## config.mk

```make
export PLATFORM = sky130hd
export DESIGN_NAME = scytale_encryption
export DESIGN_NICKNAME = d
export VERILOG_FILES = /design/src/rtl/scytale_encryption.sv
export SDC_FILE = /design/constraint.sdc
export NUM_CORES = 1
export LEC_CHECK = 0
export CORE_UTILIZATION = 48
export DETAILED_ROUTE_END_ITERATION = 10
export PLACE_DENSITY = 0.66
export SLEW_MARGIN = 10
export SYNTH_ARGS = -nofsm -noshare
export SYNTH_HDL_FRONTEND = slang
export SYNTH_SLANG_ARGS = --single-unit
```

## constraint.sdc

```tcl
create_clock -name clk -period 3.94 [get_ports clk]
set_input_delay 0.394 -clock clk [delete_from_list [all_inputs] [get_ports clk]]
set_output_delay 0.394 -clock clk [all_outputs]
set_load 0.1 [all_outputs]
```

## src/rtl/scytale_encryption.sv

```systemverilog
// rtl/scytale_encryption.sv - scytale transposition cipher: collects a message, then streams its columns row by row
module scytale_encryption #(
    parameter int D_WIDTH = 8,
    parameter int KEY_WIDTH = 8,
    parameter int MAX_NOF_CHARS = 50,
    parameter logic [D_WIDTH-1:0] START_ENCRYPTION_TOKEN = 8'hFA
) (
    input  logic                 clk,
    input  logic                 rst,
    input  logic [D_WIDTH-1:0]   data_i,
    input  logic                 valid_i,
    input  logic [KEY_WIDTH-1:0] key_N,
    input  logic [KEY_WIDTH-1:0] key_M,
    output logic [D_WIDTH-1:0]   data_o,
    output logic                 valid_o,
    output logic                 busy
);
    localparam int LW = 2 * KEY_WIDTH;
    localparam int CW = $clog2(MAX_NOF_CHARS + 1);
    localparam int AW = $clog2(MAX_NOF_CHARS);
    localparam logic [LW-1:0] MAX_L = LW'(MAX_NOF_CHARS);
    localparam logic [CW-1:0] MAX_C = CW'(MAX_NOF_CHARS);

    typedef enum logic {IDLE, ENCRYPT} state_t;

    state_t state, next_state;

    logic [D_WIDTH-1:0]   buf_mem [MAX_NOF_CHARS];
    logic [CW-1:0]        count;
    logic [KEY_WIDTH-1:0] n_r, m_r;
    logic [LW-1:0]        len_r, out_cnt, idx;
    logic [KEY_WIDTH-1:0] row_i, col_j;
    logic [D_WIDTH-1:0]   rd_data;
    logic                 bad_key, is_token, emit, finish;

    assign is_token = valid_i && (data_i == START_ENCRYPTION_TOKEN);
    assign bad_key  = (n_r == '0) || (m_r == '0) || (len_r > MAX_L);
    assign rd_data  = (idx < MAX_L) ? buf_mem[AW'(idx)] : '0;

    always_ff @(posedge clk) begin
        if (rst) state <= IDLE;
        else     state <= next_state;
    end

    always_comb begin
        next_state = state;
        emit       = 1'b0;
        finish     = 1'b0;
        case (state)
            IDLE: if (is_token) next_state = ENCRYPT;
            ENCRYPT: begin
                // A bad key set leaves after a single busy cycle without emitting anything
                if (bad_key || out_cnt == len_r) begin
                    finish     = 1'b1;
                    next_state = IDLE;
                end else begin
                    emit = 1'b1;
                end
            end
            default: next_state = IDLE;
        endcase
    end

    always_ff @(posedge clk) begin
        if (rst || finish) begin
            for (int a = 0; a < MAX_NOF_CHARS; a++) buf_mem[a] <= '0;
            count   <= '0;
            n_r     <= '0;
            m_r     <= '0;
            len_r   <= '0;
            out_cnt <= '0;
            idx     <= '0;
            row_i   <= '0;
            col_j   <= '0;
            data_o  <= '0;
            valid_o <= 1'b0;
            busy    <= 1'b0;
        end else if (state == IDLE) begin
            data_o  <= '0;
            valid_o <= 1'b0;
            busy    <= is_token;
            if (is_token) begin
                n_r   <= key_N;
                m_r   <= key_M;
                len_r <= LW'(key_N) * LW'(key_M);
            end else if (valid_i && count < MAX_C) begin
                buf_mem[AW'(count)] <= data_i;
                count <= count + CW'(1);
            end
        end else if (emit) begin
            data_o  <= rd_data;
            valid_o <= 1'b1;
            out_cnt <= out_cnt + LW'(1);
            // Walk down a column by stepping M; after N steps move to the next column
            if (row_i == n_r - KEY_WIDTH'(1)) begin
                row_i <= '0;
                col_j <= col_j + KEY_WIDTH'(1);
                idx   <= LW'(col_j + KEY_WIDTH'(1));
            end else begin
                row_i <= row_i + KEY_WIDTH'(1);
                idx   <= idx + LW'(m_r);
            end
        end
    end
endmodule

```

==> results_dict.tcl <==
set metrics [dict create \
    finalWirelength_mm 71.2 \
    drv_cap 0 \
    io_buffers 36 \
    layout-drive-gt1-share_pct 17.6 \
    path_clk_slew_ps 60 \
    cp_common_cell "fa_1" \
    post_dp_cell_area_um2 32400 \
    tritoncts "done" \
    first_pass_iters 7 \
    cts_buffer_depth 3 \
    cts_sinks 615 \
    clk_latency_ps 610 \
    viasPerCell 5.68 \
    outcome "complete, no violations" \
    layout_min_cycle_time_ps 3810 \
    nets 2531 \
    p_int_uw 11600 \
    post_drt_wl_per_cell_um 21.5 \
    period_share_pct 96.8 \
    gp_congestion 0.845 \
    critPathMaxFanout 6 \
    num_antenna_cells 0 \
    seqPwrFrac_pct 48.5 \
    synth_area_leaders "edfxtp_1 51%, mux4_2 11%, and2_1 8.7%" \
    tns_ps 0 \
    yosys_most_used_dff "edfxtp_1" \
    p_per_area_nw_per_um2 438 \
    ir_drop_mv 0.265 \
    holdWs_ps 240 \
    grt_max_degree 77 \
    crit_path_cell_trace "dlygate4sd2_1 -> nand2_1 -> fa_1 -> fa_1 -> inv_1 -> fa_1 -> inv_1 -> fa_1 -> inv_1 -> ha_4 -> and3_1 -> a21oi_1 -> a31oi_4 -> nor2_2 -> a221o_1 -> a211oi_2" \
    die_area_um2 63900 \
    worst-path-buf-inv 4 \
    io_pins 37 \
    syn-instance-count 2228 \
    drt-initial-drc-count 1686 \
    grt_pass1_wl_mm 109 \
    start_util_pct 48.8 \
    synth_edf_count 512 \
    rrSetupSlack_ps 600 \
    crit_type "in2reg" \
    cp_slowest_cell "fa_1" \
    vias 18787 \
    p_sw_share_pct 23.2 \
    slew_viol_final 0 \
    maxSlewHeadroom_pct 21.6 \
    first_global_vias 18626 \
    setup_ws_ps 126 \
    ys_warn_count 0 \
    globalRouteOverflowTotal 0 \
    finalHoldViolCount 0 \
    cp_top_family "adder cells" \
    ys_seq_elements 615 \
    crit_path_start_kind "input port" \
    syn_area_per_cell_um2 13.6 \
    antenna_found_initial 1 \
    worstPathArrival_ps 4330 \
    tightest_slew_ps 1160 \
    synth_top_cell_by_area "edfxtp_1" \
    ant_nets 0 \
    synthArstFlopShare_pct 0 \
    rows 91 \
    fp.dieW_um 253 \
    cpPeakStageDelay_ps 550 \
    synth.distinct_cells 68 \
    combPwrFrac_pct 10.3 \
    design_area_um2 34600 \
    syn_area_um2 30200 \
    numCtsBuffers 67 \
    post-place-ws_ps -900 \
    setup_violations 0 \
    drc_errors 0 \
    clkPwrFrac_pct 41.2 \
    clock_skew_ps 27.5 \
    p_leak_uw 0.0127 \
    cts_hold_buf 0 \
    synth_top_area_share_pct 50.9 \
    worstSetupEndpointType "flop" \
    fmax_mhz 262 \
    cts_max_level 3 \
    hpwl_mm 47.1 \
    p_switching_uw 3520 \
    areaGrowthSynthToFinish_pct 14.7 \
    ys_seq_area_share_pct 57.7 \
    worstHoldPathType "in2reg" \
    core_area_um2 61900 \
    crit_required_ps 4460 \
    gr-usage-all-layers_pct 22.5 \
    die_h_um 253 \
    root_buffer "clkbuf_16" \
]
## metal layers
layer  up-vias  GRT usage (%)  share of wire [%]
met5         -              0                  0
met4         0           6.96                2.0
met3        83           3.36                6.5
met2       582           37.7                 50
met1      9570           30.3                 42
li1       8552              -                  -
## worst min-delay path: cells and delay by family
family / cells / cell delay (ps)
buffers and inverters: 2 / 290
AND/OR/NAND/NOR: 1 / 50
AO/OA/AOI/OAI: 1 / 50
## cells in the final DEF (no fill, tap or decap), drive strengths merged, types with 71 or more instances in the layout
cell,synthesis,final
edfxtp,512,512
and2,418,418
mux4,146,146
buf,39,137
conb,1,112
dfxtp,103,103
nand2,102,102
clkbuf,116,99
nor2,97,97
inv,69,71
## through the flow
stage	total power, uW	cells	util [%]
after global routing	15600	3307	55.9
after CTS	15200	3306	55.9
final	15200	3307	55.9
after floorplan	8350	2339	-
after global placement	8900	3185	52.3
after detailed placement	8940	3185	52.3
## power groups by stage
stage	Sequential [uW]	Clock [uW]	Combinational [uW]
global route	7380	6550	1720
floorplan	7460	0	891
detailed placement	7500	0	1450
global placement	7480	0	1420
finish	7360	6250	1560
CTS	7360	6320	1510
## final timing paths
kind | endpoint | from | cells past startpoint
setup reg to reg | buf_mem[45][7] | n_r[0] | 9
setup / recovery | len_r[15] | key_M[2] | 16
hold reg to reg | n_r[4] | n_r[4] | 2
hold / removal | n_r[3] | key_N[3] | 4
## layout make-up
type | instances | area (um^2)
flip-flops and latches | 615 | 17400
multi-input cells | 1500 | 12400
repair buffers | 165 | 1310
clock inverters | 27 | 305
clock buffers | 94 | 1870
fillers | 5061 | 27300
inverters | 69 | 259
well taps | 837 | 1050
## logic make-up (layout without fill, tap and decap cells)
logic type	count (synthesis)	in the layout	synth area share, %
buffers and inverters	224	355	2.95
AOI/OAI and AO/OA	232	232	4.88
DFF	615	615	57.7
and+or+nand+nor	832	832	16.2
adders and majority gates	86	86	4.48
xor gates and xnor gates	48	48	1.39
muxes	190	190	12.4
other	1	112	0.0124
## registers in the layout, summed over array words and instances (netlist names), 6 cells and up, named ones only
signal / flops
row_i: 8
data_o: 8
n_r: 8
buf_mem: 512
col_j: 8
idx: 16
len_r: 16
m_r: 8
out_cnt: 16
count: 6
## cell usage after synthesis, types with 5 or more instances
master and number:
o311ai_0 5, buf_2 27, nand3_1 30, a211oi_1 22, and3_1 6, ha_1 49, xnor2_1 15, nor3b_1 10
nand2b_1 8, or3_1 8, nand4b_1 5, mux4_2 146, a21o_1 7, nor4_1 14, inv_1 68, a21oi_1 63
o22ai_1 10, nand2_1 102, and2_1 418, clkbuf_1 116, edfxtp_1 512, or4_1 18, and4_1 43, o21ai_0 59
nor2_1 94, nor3_1 18, a2111oi_0 8, mux2i_1 38, dfxtp_1 103, mux2_2 6, nor2b_1 6, fa_1 37
xor2_1 33, o21a_1 6, nand3b_1 13, buf_1 9, nand4_1 17, o31ai_1 22, or2_2 6
## what timing repair did
item                       in CTS  in global routing
buffers inserted                0                  1
gates resized for setup        18                 26
cloned                          0                  0
pin swaps                       5                 11
setup endpoints to repair       7                  6
Note: power is estimated with default switching activity, not from simulation.
==> RTL change, RTL diff (same settings) <==
Change the parameter `MAX_NOF_CHARS` from 50 to 100.
--- a/src/rtl/scytale_encryption.sv
+++ b/src/rtl/scytale_encryption.sv
@@ -2,7 +2,7 @@
 module scytale_encryption #(
     parameter int D_WIDTH = 8,
     parameter int KEY_WIDTH = 8,
-    parameter int MAX_NOF_CHARS = 50,
+    parameter int MAX_NOF_CHARS = 100,
     parameter logic [D_WIDTH-1:0] START_ENCRYPTION_TOKEN = 8'hFA
 ) (
     input  logic                 clk,
Function: not settled (the Yosys comparison gave no result); the edit may change what the design does.
==> RTL change against the original RTL <==
Wire length increased by 110%. Design area grew 70%. Largest power group unchanged. Synthesized cell count grew 68%. Combinational power is 53% higher. Setup slack gained 41 ps. Critical path depth did not move. Sequential cell count up 514. Power up 78%. Die area rose by 68%. Area after synthesis up 69%. Register-to-register slack worse by 300 ps. Cell count rose by 70%. Highest routed layer is now met5.
==> RTL change: results <==
power_and_ir_drop:
  ir_worst_vdd_v: 0.0003727
  power.static_leakage_uw: 0.02084
  switching_share_pct: 23.19
global_route:
  grt_use_total_pct: 28.24
  grt.overflow.total: 0
  grt_pass1_vias: 32480
  grt_start_max_net_pins: 87
  grt_pass1_wl_mm: 219.3
  antenna_found_initial: 8
synthesis:
  synth_top_cells_by_area: "edfxtp_1, mux4_2, nor2_1"
  synth-edff-count: 1024
  yosysWarnings: 0
  synthArstFlopShare_pct: 0
  synth.yosys.seq_area_share_pct: 64.40
  post_synth_most_frequent_cells: "edfxtp_1, nor2_1, and2_1"
  yosys_most_used_dff: "edfxtp_1"
  synth_cell_type_count: 80
final_layout:
  top_register: "buf_mem"
  final_common_cell: "edfxtp_1"
  largest_register_ffs: 1024
  ant_diodes: 0
  fin_nets: 4259
  layout-drive-gt1-share_pct: 18.64
sta:
  fin_skew_ps: 33.63
  worst_pin_slew_ps: 1255
clock_network:
  cts_htree_levels: 3
  clk-insertion-delay-late_ps: 720
  cts.path.max_buffers: 3
  cts_made_buffers: 115
  clkSlewWorstSetupHoldPaths_ps: 60
  clockRootBuffer: "clkbuf_16"
placed_design:
  hpwl_mm: 98.27
  io_buffers: 36
  postPlaceCellArea_um2: 55250
  gpl.final_weighted_congestion: 0.9338
setup_path:
  critPathArrivalTime_ps: 4340
  critical-path-max-stage-delay_ps: 550
  cp_max_fo: 6
  rrSetupSlack_ps: 300
  cp_slowest_cell: "fa_1"
  critical-path-top-delay-family: "adder cells"
hold_path:
  hold_path.class: "primary input to flip-flop"
route:
  post_drt_via_cell_ratio: 5.963
  totalWireLength_mm: 151.5
  drt_iter0_markers: 4479
  drt_pre_antenna_iters: 6
outcome:
  status: "finished, final reports clean"
## RTL change: cells by family (layout without fill, tap and decap cells)
| family | after synthesis | in the layout | synth area share [%] |
|---|---|---|---|
| simple gates | 1369 | 1369 | 12.69 |
| flops | 1129 | 1129 | 64.40 |
| compound gates | 449 | 449 | 5.624 |
| buf+inv | 362 | 643 | 3.314 |
| mux | 261 | 261 | 9.971 |
| fa+ha+maj | 86 | 86 | 2.654 |
| xor+xnor | 78 | 78 | 1.339 |
| other cells | 1 | 224 | 0.007351 |
## RTL change: per-layer routing
layer / vias to the layer above / wire [um] / track usage, %
met5: - / 27 / 0
met4: 4 / 8175 / 13.58
met3: 436 / 17980 / 6.715
met2: 2011 / 68680 / 43.60
met1: 16740 / 56610 / 37.73
li1: 14380 / - / -
## RTL change: final cells by class
| class | count | area (um^2) |
|---|---|---|
| clock buffers | 143 | 3065 |
| clock inverters | 67 | 634.4 |
| fillers | 8492 | 46290 |
| inverters | 67 | 251.5 |
| multi-input cells | 2467 | 17490 |
| flip-flops and latches | 1129 | 32860 |
| well taps | 1391 | 1740 |
| repair buffers | 366 | 2935 |
## RTL change: worst paths after layout
path	startpoint	to	cells past startpoint
max	key_M[4]	len_r[15]	16
min	key_N[0]	n_r[0]	3
max reg2reg	n_r[0]	buf_mem[64][1]	10
min reg2reg	len_r[10]	len_r[10]	2
## RTL change: tightest hold or removal path, cell delays in order
cell,delay (ps)
clkbuf_2,160
nand2_1,100
a21oi_1,60
## RTL change: metrics by stage
step / hold slack, ps / total power (uW) / instances / worst slack, ps
after floorplan: 448.1 / 15170 / 3958 / -83.73
after global placement: 469.4 / 16180 / 5418 / -917.5
after detailed placement: 478.3 / 16240 / 5418 / -1066
after CTS: 211.4 / 26950 / 5630 / 27.79
after global routing: 84.67 / 27660 / 5630 / -33.01
final: 59.70 / 26950 / 5630 / 167.5
## RTL change: repair_timing
item                                    in CTS  in global routing
endpoints found under the hold margin        0                  0
endpoints found under the setup margin       5                 49
pin swaps                                    8                 15
buffers inserted                             2                  0
resized for setup                           19                 28
## RTL change: power groups by stage
stage          combinational [uW]  clock, uW  sequential (uW)
2_1_floorplan                1250          0            13900
3_3_place_gp                 2230          0            14000
3_5_place_dp                 2260          0            14000
4_1_cts                      2290      10900            13700
5_1_grt                      2540      11300            13800
6_report                     2380      10900            13700
